## config.mk

```make
export PLATFORM = sky130hd
export DESIGN_NAME = ro_meas_ctrl
export DESIGN_NICKNAME = d
export VERILOG_FILES = /design/src/rtl/ro_meas_ctrl.sv
export SDC_FILE = /design/constraint.sdc
export NUM_CORES = 1
export LEC_CHECK = 0
export ABC_CLOCK_PERIOD_IN_PS = 2100
export BUFFER_PORTS_ARGS = -buffer_cell sky130_fd_sc_hd__clkbuf_2
export CAP_MARGIN = 40
export CORE_MARGIN = 4
export CORE_UTILIZATION = 45
export CTS_BUF_LIST = sky130_fd_sc_hd__clkbuf_8 sky130_fd_sc_hd__clkbuf_16
export DETAILED_ROUTE_END_ITERATION = 10
export PLACE_DENSITY = 0.67
export SLEW_MARGIN = 20
export SYNTH_ARGS = -nofsm -noshare
export SYNTH_HDL_FRONTEND = slang
export SYNTH_SLANG_ARGS = --single-unit
```

## constraint.sdc

```tcl
create_clock -name clk -period 2.1 [get_ports clk]
set_clock_uncertainty 0.2 [all_clocks]
set_input_delay 0.315 -clock clk [delete_from_list [all_inputs] [get_ports clk]]
set_output_delay 0.315 -clock clk [all_outputs]
set_load 0.03 [all_outputs]
```

## src/rtl/ro_meas_ctrl.sv

```systemverilog
// Ring-oscillator measurement sequencer: enables one oscillator, flushes its synchroniser,
// then counts its rising edges over a programmable clk-cycle gate window.
module ro_meas_ctrl #(
    parameter int NUM_RO     = 4,
    parameter int SEL_W      = 2,
    parameter int GATE_W     = 16,
    parameter int CNT_W      = 16,
    parameter int SETTLE_CYC = 4
) (
    input  logic              clk,
    input  logic              rst_n,
    input  logic              start,
    input  logic              abort,
    input  logic [SEL_W-1:0]  sel,
    input  logic [GATE_W-1:0] gate_cycles,
    input  logic [NUM_RO-1:0] ro_in,
    output logic [NUM_RO-1:0] ro_en,
    output logic              busy,
    output logic              done,
    output logic [CNT_W-1:0]  count,
    output logic              ovf
);

    localparam int SET_W = $clog2(SETTLE_CYC + 1);
    localparam logic [SET_W-1:0]  SETTLE_LD  = SET_W'(SETTLE_CYC);
    localparam logic [SET_W-1:0]  SETTLE_ONE = SET_W'(1);
    localparam logic [GATE_W-1:0] GATE_ONE   = GATE_W'(1);
    localparam logic [CNT_W-1:0]  CNT_MAX    = {CNT_W{1'b1}};
    localparam logic [CNT_W-1:0]  CNT_ONE    = CNT_W'(1);

    typedef enum logic [1:0] {
        ST_IDLE    = 2'd0,
        ST_SETTLE  = 2'd1,
        ST_MEASURE = 2'd2,
        ST_DONE    = 2'd3
    } state_t;

    state_t             state_r, state_nx;
    logic [SEL_W-1:0]   sel_r, sel_nx;
    logic [SET_W-1:0]   settle_cnt_r, settle_cnt_nx;
    logic [GATE_W-1:0]  gate_cnt_r, gate_cnt_nx;
    logic [CNT_W-1:0]   edge_cnt_r, edge_cnt_nx;
    logic               sat_r, sat_nx;
    logic               sync1_r, sync2_r, hist_r;
    logic               edge_s;
    logic [NUM_RO-1:0]  ro_en_r, ro_en_nx;
    logic               busy_r, busy_nx;
    logic               done_r, done_nx;
    logic [CNT_W-1:0]   count_r, count_nx;
    logic               ovf_r, ovf_nx;

    assign edge_s = sync2_r & ~hist_r;

    // Next-state, counter and registered-output decode
    always_comb begin
        state_nx      = state_r;
        sel_nx        = sel_r;
        settle_cnt_nx = settle_cnt_r;
        gate_cnt_nx   = gate_cnt_r;
        edge_cnt_nx   = edge_cnt_r;
        sat_nx        = sat_r;
        count_nx      = count_r;
        ovf_nx        = ovf_r;
        ro_en_nx      = '0;
        case (state_r)
            ST_IDLE: begin
                if (start && !abort) begin
                    sel_nx        = sel;
                    settle_cnt_nx = SETTLE_LD;
                    if (gate_cycles == '0) begin
                        gate_cnt_nx = GATE_ONE;
                    end else begin
                        gate_cnt_nx = gate_cycles;
                    end
                    state_nx = ST_SETTLE;
                end else begin
                    state_nx = ST_IDLE;
                end
            end
            ST_SETTLE: begin
                if (abort) begin
                    state_nx = ST_IDLE;
                end else if (settle_cnt_r == SETTLE_ONE) begin
                    edge_cnt_nx = '0;
                    sat_nx      = 1'b0;
                    state_nx    = ST_MEASURE;
                end else begin
                    settle_cnt_nx = settle_cnt_r - SETTLE_ONE;
                end
            end
            ST_MEASURE: begin
                if (abort) begin
                    state_nx = ST_IDLE;
                end else begin
                    if (edge_s) begin
                        if (edge_cnt_r == CNT_MAX) begin
                            sat_nx = 1'b1;
                        end else begin
                            edge_cnt_nx = edge_cnt_r + CNT_ONE;
                        end
                    end else begin
                        edge_cnt_nx = edge_cnt_r;
                    end
                    // Result is captured together with the last window increment
                    if (gate_cnt_r == GATE_ONE) begin
                        count_nx = edge_cnt_nx;
                        ovf_nx   = sat_nx;
                        state_nx = ST_DONE;
                    end else begin
                        gate_cnt_nx = gate_cnt_r - GATE_ONE;
                    end
                end
            end
            ST_DONE: begin
                state_nx = ST_IDLE;
            end
            default: begin
                state_nx = ST_IDLE;
            end
        endcase
        busy_nx = (state_nx != ST_IDLE);
        done_nx = (state_nx == ST_DONE);
        if ((state_nx == ST_SETTLE) || (state_nx == ST_MEASURE)) begin
            ro_en_nx[sel_nx] = 1'b1;
        end else begin
            ro_en_nx = '0;
        end
    end

    // FSM state and measurement datapath registers
    always_ff @(posedge clk or posedge rst_n) begin
        if (rst_n) begin
            state_r      <= ST_IDLE;
            sel_r        <= '0;
            settle_cnt_r <= '0;
            gate_cnt_r   <= '0;
            edge_cnt_r   <= '0;
            sat_r        <= 1'b0;
        end else begin
            state_r      <= state_nx;
            sel_r        <= sel_nx;
            settle_cnt_r <= settle_cnt_nx;
            gate_cnt_r   <= gate_cnt_nx;
            edge_cnt_r   <= edge_cnt_nx;
            sat_r        <= sat_nx;
        end
    end

    // Selected oscillator synchroniser plus history flop for edge detection
    always_ff @(posedge clk or posedge rst_n) begin
        if (rst_n) begin
            sync1_r <= 1'b0;
            sync2_r <= 1'b0;
            hist_r  <= 1'b0;
        end else begin
            sync1_r <= ro_in[sel_r];
            sync2_r <= sync1_r;
            hist_r  <= sync2_r;
        end
    end

    // Registered outputs
    always_ff @(posedge clk or posedge rst_n) begin
        if (rst_n) begin
            ro_en_r <= '0;
            busy_r  <= 1'b0;
            done_r  <= 1'b0;
            count_r <= '0;
            ovf_r   <= 1'b0;
        end else begin
            ro_en_r <= ro_en_nx;
            busy_r  <= busy_nx;
            done_r  <= done_nx;
            count_r <= count_nx;
            ovf_r   <= ovf_nx;
        end
    end

    assign ro_en = ro_en_r;
    assign busy  = busy_r;
    assign done  = done_r;
    assign count = count_r;
    assign ovf   = ovf_r;

endmodule

```

# Word level (Yosys, flattened, before mapping)
# Index checks and enable logic that the tools add are counted.
# word_totals
reg_bits,66
latch_bits,0
ramBits,0
mem_bits_ro,0
input_bits,26
output_inout_bits,23
wordCells,86
memories,0
# op_classes
n_addsub,3
n_mul,0
div,0
n_lt_le_gt_ge,3
eq_ne,15
n_shift,0
muxes,34
n_bitwise,3
n_reduce_logical,14
# op_table
op,n
2-to-1 mux 16 bit,9
case mux 16 bit (2 select lines),2
adder 16 x 1 -> 16 bit (second input constant),1
== test 16 x 1 -> 1 bit (second input constant),1
== test 16 bit (second input constant),1
zero test 16 bit,1
subtractor 16 x 1 -> 16 bit (second input constant),1
2-to-1 mux 2 bit,6
inequality test 2 bit (second input constant),6
AND reduction 4 bit,3
2-to-1 mux 3 bit,3
== test 2 bit (second input constant),4
2-to-1 mux 1 bit,8
case mux 2 bit (4 select lines),1
nonzero test 2 bit,4
< comparator 2 x 3 -> 1 bit (second input constant),2
case mux 3 bit (2 select lines),1
== test 2 x 1 -> 1 bit (second input constant),2
2-to-1 mux 4 bit,1
== test 3 x 1 -> 1 bit (second input constant),1
AND reduction 3 bit,1
subtractor 3 x 1 -> 3 bit (second input constant),1
binary-select mux 1 bit (select 2 bit),1
demux 1 bit (select 2 bit),1
other kinds (8),10

# Logic depth before layout (Yosys ltp)
# Gate-level depths: netlist (run 1).
# logic_depth
depth_word,9
ltp_mapped,12
ltp_nobuf,10

# Least setup slack after synthesis (run 1)
# No wires, ideal clock.
# synth_timing
path_kind,register to register
start,register gate_cnt_r[1]
end,"register ro_en_r[3], in the netlist ro_en[3]"
setup_time_ns,0.126
t_arrival_ns,1.984
required_ns,1.774
setup_slack_ns,-0.210
stages_incl_launch_ff,13
path_buffers,2
synth_period_minus_slack_ns,2.310
path_cell_list,dfrtp_1 -> inv_1 -> ha_1 -> nor4b_1 -> nand4_1 -> or2_1 -> clkbuf_1 -> buf_2 -> nand2_1 -> inv_1 -> ha_1 -> nand2_1 -> nor2_1
# synth_between
elab_chain_len,7
elab_cells_between_ends,8
cone_classes,3 x eq/ne; 4 x mux; 1 x reduce/logical
# synth_rtl
element,line,rtl
start: declaration,41,"logic [GATE_W-1:0] gate_cnt_r, gate_cnt_nx;"
start signal: assignment,143,gate_cnt_r <= gate_cnt_nx;
== test 16 x 1 -> 1 bit (*),105,if (gate_cnt_r == GATE_ONE) begin
2-to-1 mux 2 bit (*),105,
2-to-1 mux 2 bit (*),92,if (abort) begin
case mux 2 bit (4 select lines) (*),65,case (state_r)
named net state_nx[0],38,"state_t state_r, state_nx;"
== test 2 x 1 -> 1 bit / == test 2 bit (equally long branches),123,if ((state_nx == ST_SETTLE) || (state_nx == ST_MEASURE)) begin
logical OR 1 bit (*),123,
2-to-1 mux 4 bit (*),123,
named net ro_en_nx[3],46,"logic [NUM_RO-1:0] ro_en_r, ro_en_nx;"
end signal: assignment,171,ro_en_r <= ro_en_nx;
end: declaration,46,
# The timed path passes the listed nets; every way through them passes the cells marked *.
# A chain may end at the register's enable or synchronous reset.

# Worst setup path after layout (run 1)
# layout_timing
start,register edge_cnt_r[1]
end,"register count_r[11], in the netlist count[11]"
# layout_between
elab_chain_len,3
elab_cells_between_ends,4
cone_classes,1 x add/sub; 1 x eq/ne; 2 x mux
# layout_rtl
element,line,rtl
start: declaration,42,"logic [CNT_W-1:0] edge_cnt_r, edge_cnt_nx;"
start signal: assignment,144,edge_cnt_r <= edge_cnt_nx;
adder 16 x 1 -> 16 bit / == test 16 bit (equally long branches),"99, 96",
2-to-1 mux 16 bit (*),96,if (edge_cnt_r == CNT_MAX) begin
2-to-1 mux 16 bit (*),95,if (edge_s) begin
end signal: assignment,174,count_r <= count_nx;
end: declaration,49,"logic [CNT_W-1:0] count_r, count_nx;"
# Mark *: on every way between the ends. The rest lies on a longest branch, timed or not.

==> impl_metrics.tcl, run 1 <==
set metrics [dict create \
    path_max_fanout 6 \
    status "complete, no violations" \
    synth_cells 392 \
    multiInputGateArea_um2 1940 \
    worstRegToRegCells 6 \
    drc 0 \
    postLayoutCoreUtil_pct 61.6 \
    core_area_um2 7770 \
    worst_pin_slew_ps 574 \
    final_cell_area_um2 4790 \
    grt_remaining_overflow 0 \
    viasPerCell 5.57 \
    ios 49 \
    placed_cells 573 \
    postRouteAntennaNets 0 \
    dieHeight_um 97.4 \
    first_iter_violations 245 \
    yosys_warnings 0 \
    areaGrowthSynthToFinish_pct 33.0 \
    drt_wl_total_um 9130 \
    finalNetCount 523 \
    antenna_cells 0 \
    cts_root_buf "clkbuf_8" \
    post-route-min-period_ps 2040 \
    gp_congestion 0.871 \
    cts_max_level 3 \
    hp-class "input pin to register" \
    synth_edf_count 0 \
    reg2reg_from "edge_cnt_r[1]$_DFFE_PP0P_" \
    wl_per_cell_um 15.3 \
    grt_max_degree 67 \
    numCtsBuffers 9 \
    maxCapViolCount 0 \
    dpl.hpwl_um 6400 \
    first_pass_iters 5 \
    r2r-end "count[11]$_DFFE_PP0P_" \
    clk_pin_slew_worst_paths_ps 80 \
    rrSetupSlack_ps 60 \
    track_usage_pct 19.1 \
    layout_commonest_cell "dfrtp_1" \
    placed_area_um2 4350 \
    synth_cell_types 60 \
    p_total_w 0.00378 \
    endpoint_kind "register" \
    drive_gt1_share_pct 33.7 \
    antenna_found_initial 0 \
    synth.top_cells.by_area "dfrtp_1, o21ai_0, nand2_1, nor2_1, a21oi_1" \
    cp-startpoint "edge_cnt_r[1]$_DFFE_PP0P_" \
    fin_cells 597 \
    synth_nets 425 \
    most-common-layout-cells "dfrtp_1, buf_4, clkbuf_2" \
    fmax_mhz 489 \
    crit_type "register to register" \
    cp-start-kind "register" \
    rows 32 \
    synth_area_um2 3600 \
    setup_viol 0 \
    leakagePower_nw 2.12 \
    clkLatencyLatePin_ps 340 \
    powerDensity_nw_per_um2 789 \
    top_usage_layer "met2" \
    critPathCapture "count[11]$_DFFE_PP0P_" \
    avgSynthCellArea_um2 9.18 \
    synth_area_leader_cell "dfrtp_1" \
    clock-sinks 66 \
    grt.met2_usage_pct 30.1 \
    crit_arrival_ps 2070 \
    slew_headroom_pct 61.4 \
    grt_pass1_vias 3079 \
    register_area_um2 1650 \
    die_area_um2 9490 \
    synth_ff_type "dfrtp_1" \
    globalRouteMet1Util_pct 27.1 \
    grtUsageMet3_pct 4.02 \
    hold_viol_final 0 \
    cts_tree "built" \
    peakVddDrop_mv 0.430 \
    die_w_um 97.4 \
    required_ps 2130 \
    grt_pass1_wl_um 15000 \
    io_buffers 48 \
    clock_path_buffers 2 \
    min_from "sel[1]" \
    rsz0062_at_grt "true" \
    yosys.area.top_type_share_pct 45.9 \
    initial_utilization_pct 46.3 \
    drv_slew 0 \
    pre_cts_slack_ps -270 \
    ys_seq_area_share_pct 45.9 \
    fin_crit_sh_pct 97.4 \
    worst_slack_ps 55.6 \
    async_flop_share_pct 100 \
    ys_seq_elements 66 \
    vias 3327 \
    fillers 662 \
]
-- metrics by stage --
| step | hold slack [ps] | TNS, ps |
|---|---|---|
| after floorplan | 131 | -4.65 |
| after global placement | 134 | -784 |
| after detailed placement | 146 | -1310 |
| after CTS | 40.1 | -3.93 |
| after global routing | 64.8 | -251 |
| final | 75.3 | 0 |
-- logic make-up after synthesis --
| logic type | share of synthesized area, % |
|---|---|
| AO/OA/AOI/OAI | 20.8 |
| XOR/XNOR | 3.65 |
| adder cells (fa/ha/maj) | 2.43 |
| buffers and inverters | 5.07 |
| flip-flops | 45.9 |
| multiplexers | 1.77 |
| AND/OR/NAND/NOR | 20.4 |
-- worst max-delay path, cell delays in order, from the launching register on --
cell     delay [ps]
dfrtp_1         360
ha_2            220
nand3_4         100
o41a_1          550
nand3_1         180
xor2_1          220
o21ai_0         100
-- cell usage after synthesis (2+ instances only) --
cell       instances
dfrtp_1           66
nand2_1           40
o21ai_0           35
nor2_1            33
a21oi_1           21
inv_1             16
o21ai_1           15
nor3_1            14
buf_2             12
clkbuf_1           9
nor4_1             9
xnor2_1            9
a22o_1             8
a31oi_1            8
ha_1               7
nand3_1            7
nand4_1            6
xor2_1             6
and4_1             5
nor2b_1            5
o2bb2ai_1          5
o31ai_1            4
a21o_1             3
a22oi_1            3
and3_1             3
mux2i_1            3
nand2b_1           3
clkbuf_2           2
nand2_2            2
nor4_2             2
o41ai_1            2
-- flip-flops by register name (all words and copies together), names as in the netlist --
register and flops:
busy 1, count 16, done 1, edge_cnt_r 16, gate_cnt_r 16, hist_r 1, ovf 1, ro_en 4
sat_r 1, sel_r 2, settle_cnt_r 3, state_r 2, sync1_r 1, sync2_r 1
-- how the worst min path moves through the flow --
stage                         endpoint  slack (ps)  cells past startpoint
floorplan            sync2_r$_DFF_PP0_         130                      0
global placement     sync2_r$_DFF_PP0_         130                      0
detailed placement   sync2_r$_DFF_PP0_         150                      0
CTS                 sel_r[0]$_DFF_PP0_          40                      2
global route        sel_r[0]$_DFF_PP0_          60                      2
finish              ro_en[3]$_DFF_PP0_          80                      3
-- area by class of cell --
type	instances	area share (%)
Clock buffer	10	2.87
Clock inverter	6	1.99
Inverter	16	1.38
Multi-Input combinational cell	285	40.5
Sequential cell	66	34.5
Tap cell	102	2.67
Timing Repair Buffer	112	16.1
-- repair_timing --
item	in CTS	in global routing
hold endpoints to repair	66	0
endpoints found under the setup margin	12	37
gates cloned	0	1
setup buffers	0	6
hold buffers	1	0
pin swaps	2	10
resized for setup	3	29
-- per-layer routing --
layer,routed length (µm),share of wire [%]
met1,4280,47
met4,99,1.1
met5,0,0
met3,439,4.8
met2,4310,47
-- where the power goes --
part | total [W] | internal [W] | switching (W)
clock | 0.00125 | 0.000716 | 0.000538
combinational | 0.000983 | 0.000463 | 0.000520
sequential | 0.00154 | 0.00142 | 0.000124
Note: power is estimated with default switching activity, not from simulation.
==> run 2, diff against run 1 <==
--- a/config.mk
+++ b/config.mk
@@ -6,7 +6,7 @@
 export NUM_CORES = 1
 export LEC_CHECK = 0
 export ABC_CLOCK_PERIOD_IN_PS = 2100
-export BUFFER_PORTS_ARGS = -buffer_cell sky130_fd_sc_hd__clkbuf_2
+export BUFFER_PORTS_ARGS = -buffer_cell sky130_fd_sc_hd__buf_4
 export CAP_MARGIN = 40
 export CORE_MARGIN = 4
 export CORE_UTILIZATION = 45
==> run 2 against run 1 <==
- critical path depth up 4
- largest cell class unchanged
- fmax down 0.40%
- largest power group unchanged
- cell area up 2.0%
==> impl_metrics.tcl, run 2 (same netlist as run 1, synthesis figures left out) <==
set metrics [dict create \
    cp.buffers_inverters 5 \
    cts_max_level 3 \
    slew_headroom_pct 57.5 \
    die_w_um 97.4 \
    fin_crit_sh_pct 97.7 \
    rows 32 \
    antenna_cells 0 \
    clk_pin_slew_worst_paths_ps 80 \
    grt_remaining_overflow 0 \
    most-common-layout-cells "buf_4, dfrtp_1, nand2_1" \
    hp-class "input pin to register" \
    status "complete, no violations" \
    die_area_um2 9490 \
    vias 3344 \
    required_ps 2120 \
    drt_wl_total_um 9350 \
    leakagePower_nw 2.13 \
    wl_per_cell_um 15.6 \
    drive_gt1_share_pct 33.5 \
    rsz0062_at_grt "true" \
    grt_max_degree 51 \
    path_max_fanout 5 \
    postRouteAntennaNets 0 \
    cpPeakStageDelay_ps 410 \
    track_usage_pct 19.1 \
    clock_path_buffers 2 \
    powerDensity_nw_per_um2 748 \
    ios 49 \
    slowest_stage "dfrtp_1" \
    cts_root_buf "clkbuf_8" \
    drc 0 \
    cp_cell_sequence "buf_4 > inv_1 > ha_2 > nor3b_4 > buf_4 > buf_4 > buf_4 > a21oi_1 > o21ai_0 > o21ai_1" \
    crit_family "buffers and inverters" \
    drv_slew 0 \
    peakVddDrop_mv 0.392 \
    hold_viol_final 0 \
    maxCapViolCount 0 \
    setup_viol 0 \
    clkLatencyLatePin_ps 340 \
    layout_commonest_cell "buf_4" \
    initial_utilization_pct 46.3 \
    finalNetCount 526 \
    crit_type "register to register" \
    p_total_w 0.00365 \
    viasPerCell 5.57 \
    cts_tree "built" \
    core_area_um2 7770 \
    fmax_mhz 487 \
    grt_pass1_vias 3203 \
    worst_pin_slew_ps 631 \
    endpoint_kind "register" \
    areaGrowthSynthToFinish_pct 35.7 \
    finalHoldWorstSlack_ps 61.3 \
    cp_common_cell "buf_4" \
    first_iter_violations 206 \
    crit_arrival_ps 2070 \
    cp-start-kind "register" \
    grt_pass1_wl_um 15000 \
    numCtsBuffers 9 \
    io_buffers 48 \
    first_pass_iters 5 \
    antenna_found_initial 0 \
    dieHeight_um 97.4 \
    post-route-min-period_ps 2050 \
    clock-sinks 66 \
    dpl.hpwl_um 6720 \
    gp_congestion 0.873 \
]
==> run 2: path summary, 6_finish.rpt <==
| kind | from | endpoint | slack [ps] | cells past startpoint |
|---|---|---|---|---|
| min | sel[0] | sel_r[0]$_DFF_PP0_ | 60 | 2 |
| max reg2reg | gate_cnt_r[0]$_DFFE_PP0P_ | gate_cnt_r[6]$_DFFE_PP0P_ | 50 | 10 |
| min reg2reg | sync1_r$_DFF_PP0_ | sync2_r$_DFF_PP0_ | 160 | 0 |
| max | gate_cnt_r[0]$_DFFE_PP0P_ | gate_cnt_r[6]$_DFFE_PP0P_ | 50 | 10 |
| min in group asynchronous | rst_n | gate_cnt_r[13]$_DFFE_PP0P_ | 330 | 3 |
| max in group asynchronous | rst_n | edge_cnt_r[9]$_DFFE_PP0P_ | 780 | 4 |
==> run 2: layer usage <==
metal  part of all wire (%)  GRT usage (%)  vias to the layer above
met5                      0              0                        -
met4                    1.4           6.28                        0
met3                    5.1           3.73                       12
met2                     48           30.3                       90
met1                     46           26.3                     1621
li1                       -              -                     1621
==> run 2: final cells by class <==
class / instances / area [µm²]
well taps: 102 / 128
clock inverters: 7 / 76.3
inverters: 16 / 66.3
flip-flops and latches: 66 / 1650
repair buffers: 115 / 912
fillers: 682 / 2880
multi-input cells: 285 / 1920
clock buffers: 9 / 124
==> run 2: power by group <==
group	leakage, nW	switching [W]	total (W)	internal, W
Clock	0.0962	0.000523	0.00108	0.000556
Sequential	0.870	0.000126	0.00155	0.00142
Combinational	1.16	0.000532	0.00103	0.000494
Total	2.13	0.00118	0.00365	0.00247
==> run 2: what timing repair did <==
item | CTS | global route
gates resized for setup | 4 | 23
setup buffers | 0 | 10
setup endpoints to repair | 16 | 39
pin swaps | 1 | 9
hold endpoints to repair | 16 | 0
gates cloned | 0 | 1
hold buffers | 1 | 0
==> run 2: through the flow <==
step	utilization [%]	TNS, ps	setup WS (ps)	std cells	area [µm²]
final	62.9	0	47.5	600	4880
after global routing	62.9	-116	-21.0	600	4880
after CTS	60.5	-57.4	-47.4	589	4700
after detailed placement	57.5	-1490	-269	572	4470
after global placement	57.5	-722	-169	572	4470
after floorplan	-	-4.65	-4.65	392	3670
==> run 3, diff against run 2 <==
--- a/config.mk
+++ b/config.mk
@@ -12,7 +12,9 @@
 export CORE_UTILIZATION = 45
 export CTS_BUF_LIST = sky130_fd_sc_hd__clkbuf_8 sky130_fd_sc_hd__clkbuf_16
 export DETAILED_ROUTE_END_ITERATION = 10
+export MAX_ROUTING_LAYER = met4
 export PLACE_DENSITY = 0.67
+export SETUP_SLACK_MARGIN = 0.3
 export SLEW_MARGIN = 20
 export SYNTH_ARGS = -nofsm -noshare
 export SYNTH_HDL_FRONTEND = slang
==> run 3 against run 2 <==
- core utilization is 9.0 points higher
- non-clock buffer count rose by 12
- sequential cell count stayed put
- worst hold slack worse by 7.7 ps
- critical path depth is 2 lower
- fmax shrank 2.2%
- register-to-register slack got worse by 50 ps
- worst setup slack got worse by 45 ps
- critical endpoint is now count[15]$_DFFE_PP0P_
- die area stayed put
- sequential share of layout area is 4.0 points lower
- routed wire length is 27% higher
- critical path type unchanged
==> impl_metrics.tcl, run 3 (same netlist as run 1, synthesis figures left out) <==
set metrics [dict create \
    globalRouteMet1Util_pct 30.8 \
    postLayoutCoreUtil_pct 71.8 \
    cts_root_buf "clkbuf_8" \
    fillers 533 \
    worst_slack_ps 2.28 \
    dieHeight_um 97.4 \
    cp_cell_sequence "nor4_4 > and4_4 > buf_6 > buf_6 > buf_6 > nand2_8 > nor2_4 > a21oi_2" \
    layout_commonest_cell "buf_4" \
    antenna_cells 0 \
    initial_utilization_pct 46.3 \
    ios 49 \
    pre_cts_slack_ps 7.09 \
    hp-class "input pin to register" \
    cp-start-kind "register" \
    viasPerCell 5.99 \
    rsz0062_at_grt "true" \
    drt_wl_total_um 11900 \
    multiInputGateArea_um2 2370 \
    antenna_found_initial 0 \
    crit_family "simple AND/OR/NAND/NOR gates" \
    grt.met2_usage_pct 34.1 \
    fin_crit_sh_pct 99.9 \
    crit_type "register to register" \
    p_total_w 0.00398 \
    gp_congestion 0.894 \
    first_pass_iters 5 \
    path_max_fanout 8 \
    most-common-layout-cells "buf_4, dfrtp_1, nand2_1" \
    die_area_um2 9490 \
    post-route-min-period_ps 2100 \
    io_buffers 48 \
    core_area_um2 7770 \
    grtUsageMet3_pct 4.88 \
    cp.buffers_inverters 3 \
    status "complete, no violations" \
    worst_pin_slew_ps 607 \
    vias 3667 \
    first_iter_violations 238 \
    finalNetCount 539 \
    clkLatencyLatePin_ps 350 \
    required_ps 2140 \
    cts_tree "built" \
    hold_viol_final 0 \
    wl_per_cell_um 19.5 \
    slowest_stage "dfrtp_2" \
    placed_cells 555 \
    cpPeakStageDelay_ps 500 \
    drive_gt1_share_pct 47.3 \
    setup_viol 0 \
    crit_arrival_ps 2140 \
    drv_slew 0 \
    cts_max_level 3 \
    top_usage_layer "met2" \
    cp_common_cell "buf_6" \
    dpl.hpwl_um 6400 \
    fmax_mhz 477 \
    maxCapViolCount 0 \
    numCtsBuffers 9 \
    die_w_um 97.4 \
    drc 0 \
    powerDensity_nw_per_um2 713 \
    grt_max_degree 67 \
    track_usage_pct 22.9 \
    endpoint_kind "register" \
    peakVddDrop_mv 0.422 \
    fin_cells 612 \
    rows 32 \
    grt_pass1_wl_um 17200 \
    grt_remaining_overflow 0 \
    postRouteAntennaNets 0 \
    clock-sinks 66 \
    areaGrowthSynthToFinish_pct 55.0 \
    slew_headroom_pct 59.3 \
    grt_pass1_vias 3478 \
    clk_pin_slew_worst_paths_ps 70 \
    leakagePower_nw 2.37 \
    clock_path_buffers 2 \
    register_area_um2 1660 \
]
==> run 3: cell count changes in the layout (fill, tap and decap cells not counted), sizes merged <==
cell / previous run / this run
clkinv: 2 / 1
inv: 17 / 16
clkbuf: 10 / 9
bufinv: 1 / 2
a21oi: 21 / 22
buf: 113 / 126
==> run 3: path summary, 6_finish.rpt <==
check | from | to | slack [ps] | cells after the start
setup / recovery | gate_cnt_r[10]$_DFFE_PP0P_ | count[15]$_DFFE_PP0P_ | 2 | 8
max in group asynchronous | rst_n | edge_cnt_r[11]$_DFFE_PP0P_ | 970 | 4
hold / removal | sel[0] | sel_r[0]$_DFF_PP0_ | 50 | 2
setup reg to reg | gate_cnt_r[10]$_DFFE_PP0P_ | count[15]$_DFFE_PP0P_ | 2 | 8
hold reg to reg | sync1_r$_DFF_PP0_ | sync2_r$_DFF_PP0_ | 150 | 0
min in group asynchronous | rst_n | count[2]$_DFFE_PP0P_ | 410 | 4
==> run 3: layer usage <==
metal | part of all wire [%] | vias to the layer above
li1 | - | 1668
met1 | 41 | 1768
met2 | 49 | 197
met3 | 7.0 | 34
met4 | 2.7 | 0
met5 | 0 | -
==> run 3: timing repair <==
item	4_1_cts	5_1_grt
hold endpoints to repair	66	0
gates resized for setup	79	83
setup endpoints to repair	56	59
buffers inserted	22	14
gates cloned	5	0
hold buffers	1	0
pin swaps	34	46
==> run 3: power by group <==
part / leakage, nW / switching (W) / internal, W
registers: 0.858 / 0.000203 / 0.00142
logic: 1.41 / 0.000608 / 0.000585
clock network: 0.103 / 0.000502 / 0.000655
total: 2.37 / 0.00131 / 0.00266
==> run 3: cell type report <==
class | instances | area share (%)
clock inverter | 6 | 1.50
clock buffer | 9 | 2.22
tap | 102 | 2.29
timing repair buffer | 127 | 20.5
multi-input combinational | 286 | 42.5
sequential | 66 | 29.8
inverter | 16 | 1.19
==> run 3: metrics by stage <==
step,setup TNS (ps),area [µm²],hold slack (ps)
after detailed placement,0,4410,141
after global routing,-110,5580,58.5
after floorplan,-2.84,3750,131
after global placement,0,4410,138
final,0,5580,53.6
after CTS,0,5140,42.6
==> run 3: worst reg2reg max path: stages, from the launching register on <==
cell     delay [ps]
dfrtp_2         500
nor4_4          380
and4_4          300
buf_6           120
buf_6            90
buf_6           110
nand2_8         100
nor2_4          130
a21oi_2          50
